===== config.mk =====
export PLATFORM = sky130hd
export DESIGN_NAME = async_mram_ctrl
export DESIGN_NICKNAME = d
export VERILOG_FILES = /design/src/rtl/async_mram_ctrl.sv
export SDC_FILE = /design/constraint.sdc
export NUM_CORES = 1
export LEC_CHECK = 0
export BUFFER_PORTS_ARGS = -buffer_cell sky130_fd_sc_hd__buf_4
export CORE_ASPECT_RATIO = 1.2
export CORE_MARGIN = 2
export CORE_UTILIZATION = 40
export DETAILED_ROUTE_END_ITERATION = 12
export HOLD_SLACK_MARGIN = 0.06
export PLACE_DENSITY = 0.67
export SLEW_MARGIN = 20
export SYNTH_ARGS = -nofsm -noshare
export SYNTH_HDL_FRONTEND = slang
export SYNTH_SLANG_ARGS = --single-unit

===== constraint.sdc =====
create_clock -name clk -period 2.45 [get_ports clk]
set_clock_uncertainty 0.2 [all_clocks]
set_input_delay 0.1225 -clock clk [delete_from_list [all_inputs] [get_ports clk]]
set_output_delay 0.1225 -clock clk [all_outputs]
set_load 0.02 [all_outputs]

===== src/rtl/async_mram_ctrl.sv =====
// Asynchronous MRAM controller: turns single-beat read/write requests into
// glitch-free chip-enable / output-enable / write-enable / byte-lane strobes
// for an asynchronous MRAM. Phase lengths are set in clk cycles.
//
// Optional feature: define ASYNC_MRAM_CTRL_WRITE_VERIFY_EN to read back every
// write with nonzero byte enables and flag mismatching lanes on verify_err.
//
// Ports
//   clk, rstnn                      system clock, async active-low reset
//   req_valid/req_ready/req_write   request handshake (ready only in IDLE)
//   req_addr/req_wdata/req_byteen   request payload, byteen 1 = lane enabled
//   rsp_valid/rsp_write/rsp_rdata   one-cycle response pulse, read data
//   verify_err                      write-verify mismatch (with rsp_valid)
//   mem_*                           memory pins, all strobes active low
//
// state  | meaning
// IDLE   | waiting for a request, req_ready high
// RD     | read access, E/G low for T_RD cycles
// WR_AS  | write address/data setup, E low, data driven
// WR_WP  | write pulse, W and enabled lanes low
// WR_WH  | write hold, W high, data still driven
// REC    | recovery, all strobes high; response pulses in its first cycle
// VFY    | read-back of a completed write (verify builds only)
module async_mram_ctrl #(
    parameter int ADDR_W = 21,
    parameter int DATA_W = 16,
    parameter int T_RD   = 4,
    parameter int T_AS   = 1,
    parameter int T_WP   = 3,
    parameter int T_WH   = 1,
    parameter int T_REC  = 1,
    localparam int NB    = DATA_W / 8
) (
    input  logic              clk,
    input  logic              rstnn,
    input  logic              req_valid,
    output logic              req_ready,
    input  logic              req_write,
    input  logic [ADDR_W-1:0] req_addr,
    input  logic [DATA_W-1:0] req_wdata,
    input  logic [NB-1:0]     req_byteen,
    output logic              rsp_valid,
    output logic              rsp_write,
    output logic [DATA_W-1:0] rsp_rdata,
    output logic              verify_err,
    output logic [ADDR_W-1:0] mem_addr,
    output logic [DATA_W-1:0] mem_dq_o,
    output logic              mem_dq_oe,
    input  logic [DATA_W-1:0] mem_dq_i,
    output logic              mem_e_b,
    output logic              mem_g_b,
    output logic              mem_w_b,
    output logic [NB-1:0]     mem_bl_b
);

    typedef enum logic [2:0] {
        IDLE, RD, WR_AS, WR_WP, WR_WH, REC
`ifdef ASYNC_MRAM_CTRL_WRITE_VERIFY_EN
        , VFY
`endif
    } state_t;

    localparam logic [7:0] LD_RD  = 8'(T_RD - 1);
    localparam logic [7:0] LD_AS  = 8'(T_AS - 1);
    localparam logic [7:0] LD_WP  = 8'(T_WP - 1);
    localparam logic [7:0] LD_WH  = 8'(T_WH - 1);
    localparam logic [7:0] LD_REC = 8'(T_REC - 1);

    state_t            state;
    logic [7:0]        cnt;
    logic              rdy;
    logic [NB-1:0]     a_byteen;
    logic [DATA_W-1:0] lane_mask;

    assign req_ready = rdy;

    always_comb begin
        lane_mask = '0;
        for (int i = 0; i < NB; i++) begin
            lane_mask[i*8 +: 8] = {8{a_byteen[i]}};
        end
    end

`ifdef ASYNC_MRAM_CTRL_WRITE_VERIFY_EN
    // Set while the post-write REC gap is a prelude to VFY rather than the
    // final recovery, so REC knows whether to start the read-back.
    logic vfy_pend;
`else
    assign verify_err = 1'b0;
`endif

    always_ff @(posedge clk or negedge rstnn) begin
        if (!rstnn) begin
            state     <= IDLE;
            cnt       <= '0;
            rdy       <= 1'b0;
            a_byteen  <= '0;
            rsp_valid <= 1'b0;
            rsp_write <= 1'b0;
            rsp_rdata <= '0;
            mem_addr  <= '0;
            mem_dq_o  <= '0;
            mem_dq_oe <= 1'b0;
            mem_e_b   <= 1'b1;
            mem_g_b   <= 1'b1;
            mem_w_b   <= 1'b1;
            mem_bl_b  <= '1;
`ifdef ASYNC_MRAM_CTRL_WRITE_VERIFY_EN
            vfy_pend   <= 1'b0;
            verify_err <= 1'b0;
`endif
        end else begin
            rsp_valid <= 1'b0;
`ifdef ASYNC_MRAM_CTRL_WRITE_VERIFY_EN
            verify_err <= 1'b0;
`endif
            case (state)
                IDLE: begin
                    if (req_valid && rdy) begin
                        rdy      <= 1'b0;
                        a_byteen <= req_byteen;
                        mem_addr <= req_addr;
                        mem_e_b  <= 1'b0;
                        if (req_write) begin
                            state     <= WR_AS;
                            cnt       <= LD_AS;
                            mem_dq_o  <= req_wdata;
                            mem_dq_oe <= 1'b1;
                        end else begin
                            state    <= RD;
                            cnt      <= LD_RD;
                            mem_g_b  <= 1'b0;
                            mem_bl_b <= ~req_byteen;
                        end
                    end else begin
                        rdy <= 1'b1;
                    end
                end
                RD: begin
                    if (cnt == 8'd0) begin
                        rsp_valid <= 1'b1;
                        rsp_write <= 1'b0;
                        rsp_rdata <= mem_dq_i & lane_mask;
                        state     <= REC;
                        cnt       <= LD_REC;
                        mem_e_b   <= 1'b1;
                        mem_g_b   <= 1'b1;
                        mem_bl_b  <= '1;
                    end else begin
                        cnt <= cnt - 8'd1;
                    end
                end
                WR_AS: begin
                    if (cnt == 8'd0) begin
                        state <= WR_WP;
                        cnt   <= LD_WP;
                        // All-zero byteen keeps full timing but never strobes.
                        if (|a_byteen) begin
                            mem_w_b  <= 1'b0;
                            mem_bl_b <= ~a_byteen;
                        end
                    end else begin
                        cnt <= cnt - 8'd1;
                    end
                end
                WR_WP: begin
                    if (cnt == 8'd0) begin
                        state    <= WR_WH;
                        cnt      <= LD_WH;
                        mem_w_b  <= 1'b1;
                        mem_bl_b <= '1;
                    end else begin
                        cnt <= cnt - 8'd1;
                    end
                end
                WR_WH: begin
                    if (cnt == 8'd0) begin
                        state     <= REC;
                        cnt       <= LD_REC;
                        mem_e_b   <= 1'b1;
                        mem_dq_oe <= 1'b0;
`ifdef ASYNC_MRAM_CTRL_WRITE_VERIFY_EN
                        if (|a_byteen) begin
                            vfy_pend <= 1'b1;
                        end else begin
                            rsp_valid <= 1'b1;
                            rsp_write <= 1'b1;
                        end
`else
                        rsp_valid <= 1'b1;
                        rsp_write <= 1'b1;
`endif
                    end else begin
                        cnt <= cnt - 8'd1;
                    end
                end
                REC: begin
                    if (cnt == 8'd0) begin
`ifdef ASYNC_MRAM_CTRL_WRITE_VERIFY_EN
                        if (vfy_pend) begin
                            vfy_pend <= 1'b0;
                            state    <= VFY;
                            cnt      <= LD_RD;
                            mem_e_b  <= 1'b0;
                            mem_g_b  <= 1'b0;
                            mem_bl_b <= ~a_byteen;
                        end else begin
                            state <= IDLE;
                            rdy   <= 1'b1;
                        end
`else
                        state <= IDLE;
                        rdy   <= 1'b1;
`endif
                    end else begin
                        cnt <= cnt - 8'd1;
                    end
                end
`ifdef ASYNC_MRAM_CTRL_WRITE_VERIFY_EN
                VFY: begin
                    if (cnt == 8'd0) begin
                        rsp_valid  <= 1'b1;
                        rsp_write  <= 1'b1;
                        verify_err <= |((mem_dq_i ^ mem_dq_o) & lane_mask);
                        state      <= REC;
                        cnt        <= LD_REC;
                        mem_e_b    <= 1'b1;
                        mem_g_b    <= 1'b1;
                        mem_bl_b   <= '1;
                    end else begin
                        cnt <= cnt - 8'd1;
                    end
                end
`endif
                default: begin
                    state <= IDLE;
                end
            endcase
        end
    end

endmodule


==> results.json <==
{
  "dp.cells": 514,
  "yosysSeqAreaShare_pct": 55.0,
  "syn_avg_cell_area_sq_um": 11.8,
  "period_share_pct": 91.1,
  "placed_cell_area_sq_um": 4420,
  "die-area_sq_um": 9310,
  "die_w_microns": 88.4,
  "drtAntennaViolNets": 0,
  "hold_path_class": "in -> async",
  "crit_buf_inv": 1,
  "port_buffers": 120,
  "grt_max_degree": 76,
  "crit_family": "simple AND/OR/NAND/NOR gates",
  "worstSetupStartpoint": "cnt[0]",
  "numCtsBuffers": 9,
  "drc_errors": 0,
  "reg2reg_from": "cnt[0]",
  "die_y_microns": 105,
  "finalSetupViolCount": 0,
  "cts-root-buf": "clkbuf_8",
  "core.rowCount": 36,
  "crit_chain": "inv_1, ha_1, or4bb_1, or3_4, nand2_1, o21ai_2",
  "min_period_ns": 2.23,
  "clock_latency_ns": 0.35,
  "critPathMaxFanout": 32,
  "status": "finished clean",
  "antenna_found_initial": 0,
  "grt_pass1_vias": 3013,
  "arrival_ns": 2.28,
  "critPathLaunchType": "flop",
  "tritoncts": "yes",
  "vias": 2925,
  "ioPinCount": 122,
  "syn2layout_area_growth_pct": 52.9,
  "cts_resized": 0,
  "maxSlewViolCount": 0,
  "worst_ir_drop_vdd_mv": 0.761,
  "hold_violations": 0,
  "crit_path_top_delay_cell": "or3_4",
  "whs_ns": 0.231,
  "cts_buffer_depth": 2,
  "grt_usage_pct": 19.9,
  "utilization_pct": 63.8,
  "p_per_area_nw_per_um2": 1290,
  "synth_flop_cell": "dfrtp_1",
  "maxSlewHeadroom_pct": 37.8,
  "synth_cell_types": 53,
  "grt-ovfl-total": 0,
  "clock-sinks": 75,
  "routed_wl_mm": 8.85,
  "core_sq_um": 8200,
  "drive_gt1_share_pct": 45.1,
  "cp-end-kind": "flop",
  "wl_per_cell_microns": 15.1,
  "cts.clk_slew.worst_paths_ns": 0.09,
  "drtIter0Drc": 158,
  "syn_inst": 289,
  "start_util_pct": 41.7,
  "ys_warn_count": 0,
  "required_ns": 2.50,
  "antennaDiodeCount": 0,
  "fmax_mhz": 448,
  "worst_pin_slew_ns": 0.933,
  "cpPeakStageDelay_ns": 0.53,
  "grt_pass1_wl_mm": 14.4,
  "syn_nets": 350,
  "cts_max_level": 3,
  "rsz0062_at_grt": "false",
  "synth_area_sq_um": 3420,
  "layout.nets": 530,
  "ys_seq_elements": 75,
  "drtPass1Iterations": 4,
  "async_flop_share_pct": 100,
  "p_leak_nw": 2.40,
  "synth_edf_count": 0,
  "via_per_inst": 4.97,
  "maxCapViolations": 0,
  "fin_setup_tns_ns": 0,
  "crit_type": "reg -> reg",
  "final_cell_count_no_fill": 588,
  "globalplace.congestion": 0.921,
  "finish.instance_area_sq_um": 5230,
  "dp_hpwl_mm": 5.75
}
[synth_stat cells (3+ instances only)]
cell	number	share of area (%)
clkbuf_1	6	0.66
inv_1	6	0.66
dfrtp_1	70	51
nand2_1	37	4.1
nor2_1	7	0.77
o31ai_1	5	1.1
buf_6	5	1.6
dfstp_2	5	3.8
o21ai_0	11	1.6
a31oi_1	4	0.73
nor2b_1	3	0.55
mux2_2	40	13
a22oi_1	3	0.66
or3_1	4	0.73
buf_2	6	0.88
a21oi_1	12	1.8
nor3_1	3	0.44
or4_1	4	0.88
o21ai_2	14	3.6
[registers in the layout, summed over array words and instances (netlist names), 2 cells and up]
signal	count
mem_dq_o	16
mem_bl_b	2
mem_addr	21
a_byteen	2
state	3
rsp_rdata	16
cnt	8
[timing repair]
item | CTS | global route
hold buffers | 58 | 0
hold endpoints to repair | 134 | 0
setup buffers | 0 | 0
[per-layer routing]
metal / GRT usage, % / vias to the layer above / wire length [microns]
li1: - / 1397 / -
met2: 33.0 / 100 / 4690
met5: 0 / - / 0
met1: 23.4 / 1404 / 3450
met4: 9.09 / 0 / 281
met3: 5.48 / 24 / 440
[worst paths after layout]
kind / slack [ns] / depth (start not counted) / end
worst max-delay path: 0.22 / 6 / rsp_rdata[1]
worst min-delay path: 0.23 / 2 / rsp_rdata[10]
worst max register to register: 0.22 / 6 / rsp_rdata[1]
worst min register to register: 0.28 / 2 / rsp_rdata[12]
max in group asynchronous: 1.18 / 2 / mem_dq_o[12]
min in group clk: 0.28 / 2 / rsp_rdata[12]
[cells in the final DEF (no fill, tap or decap), drive strengths merged, types with 2 or more instances in the layout]
| cell type | instances |
|---|---|
| nor4 | 3 |
| nand2 | 38 |
| o21ai | 27 |
| mux2i | 2 |
| mux2 | 41 |
| nor2 | 8 |
| a2bb2oi | 2 |
| dfrtp | 70 |
| nor3 | 3 |
| or4 | 5 |
| nand4 | 2 |
| clkbuf | 10 |
| xnor2 | 2 |
| dfstp | 5 |
| o211ai | 2 |
| or4b | 2 |
| or2 | 2 |
| nor2b | 3 |
| a21oi | 12 |
| dlygate4sd3 | 58 |
| o31ai | 5 |
| a22oi | 3 |
| bufinv | 2 |
| ha | 2 |
| a31oi | 4 |
| or3 | 5 |
| buf | 130 |
| inv | 8 |
| nand3 | 2 |
[cell type report]
type	instances	area [sq um]
Clock buffer	10	138
Tap cell	114	143
Clock inverter	6	96.3
Inverter	6	22.5
Multi-Input combinational cell	189	1380
Timing Repair Buffer	188	1570
Sequential cell	75	1880
Fill cell	672	2970
[where the power goes]
group | total, mW | internal, mW | leakage [nW] | switching, mW
Combinational | 3.34 | 1.57 | 1.38 | 1.77
Sequential | 2.27 | 1.85 | 0.899 | 0.418
Clock | 1.11 | 0.614 | 0.115 | 0.498
[metrics by stage]
step | setup slack [ns] | power, mW
final | 0.219 | 6.72
after detailed placement | 0.235 | 5.53
after global routing | 0.0946 | 7.16
after global placement | 0.275 | 5.45
after floorplan | 0.256 | 4.27
after CTS | 0.213 | 6.74
[cells by family after synthesis]
logic type | count (synthesis) | synth area share, %
AND/OR/NAND/NOR | 78 | 12.2
flip-flops | 75 | 55.0
AO/OA/AOI/OAI | 63 | 12.7
multiplexers | 43 | 14.1
buffers and inverters | 25 | 4.64
adder cells (fa/ha/maj) | 2 | 0.731
XOR/XNOR | 2 | 0.512
other | 1 | 0.110
Power figures use the tool's default switching activity.
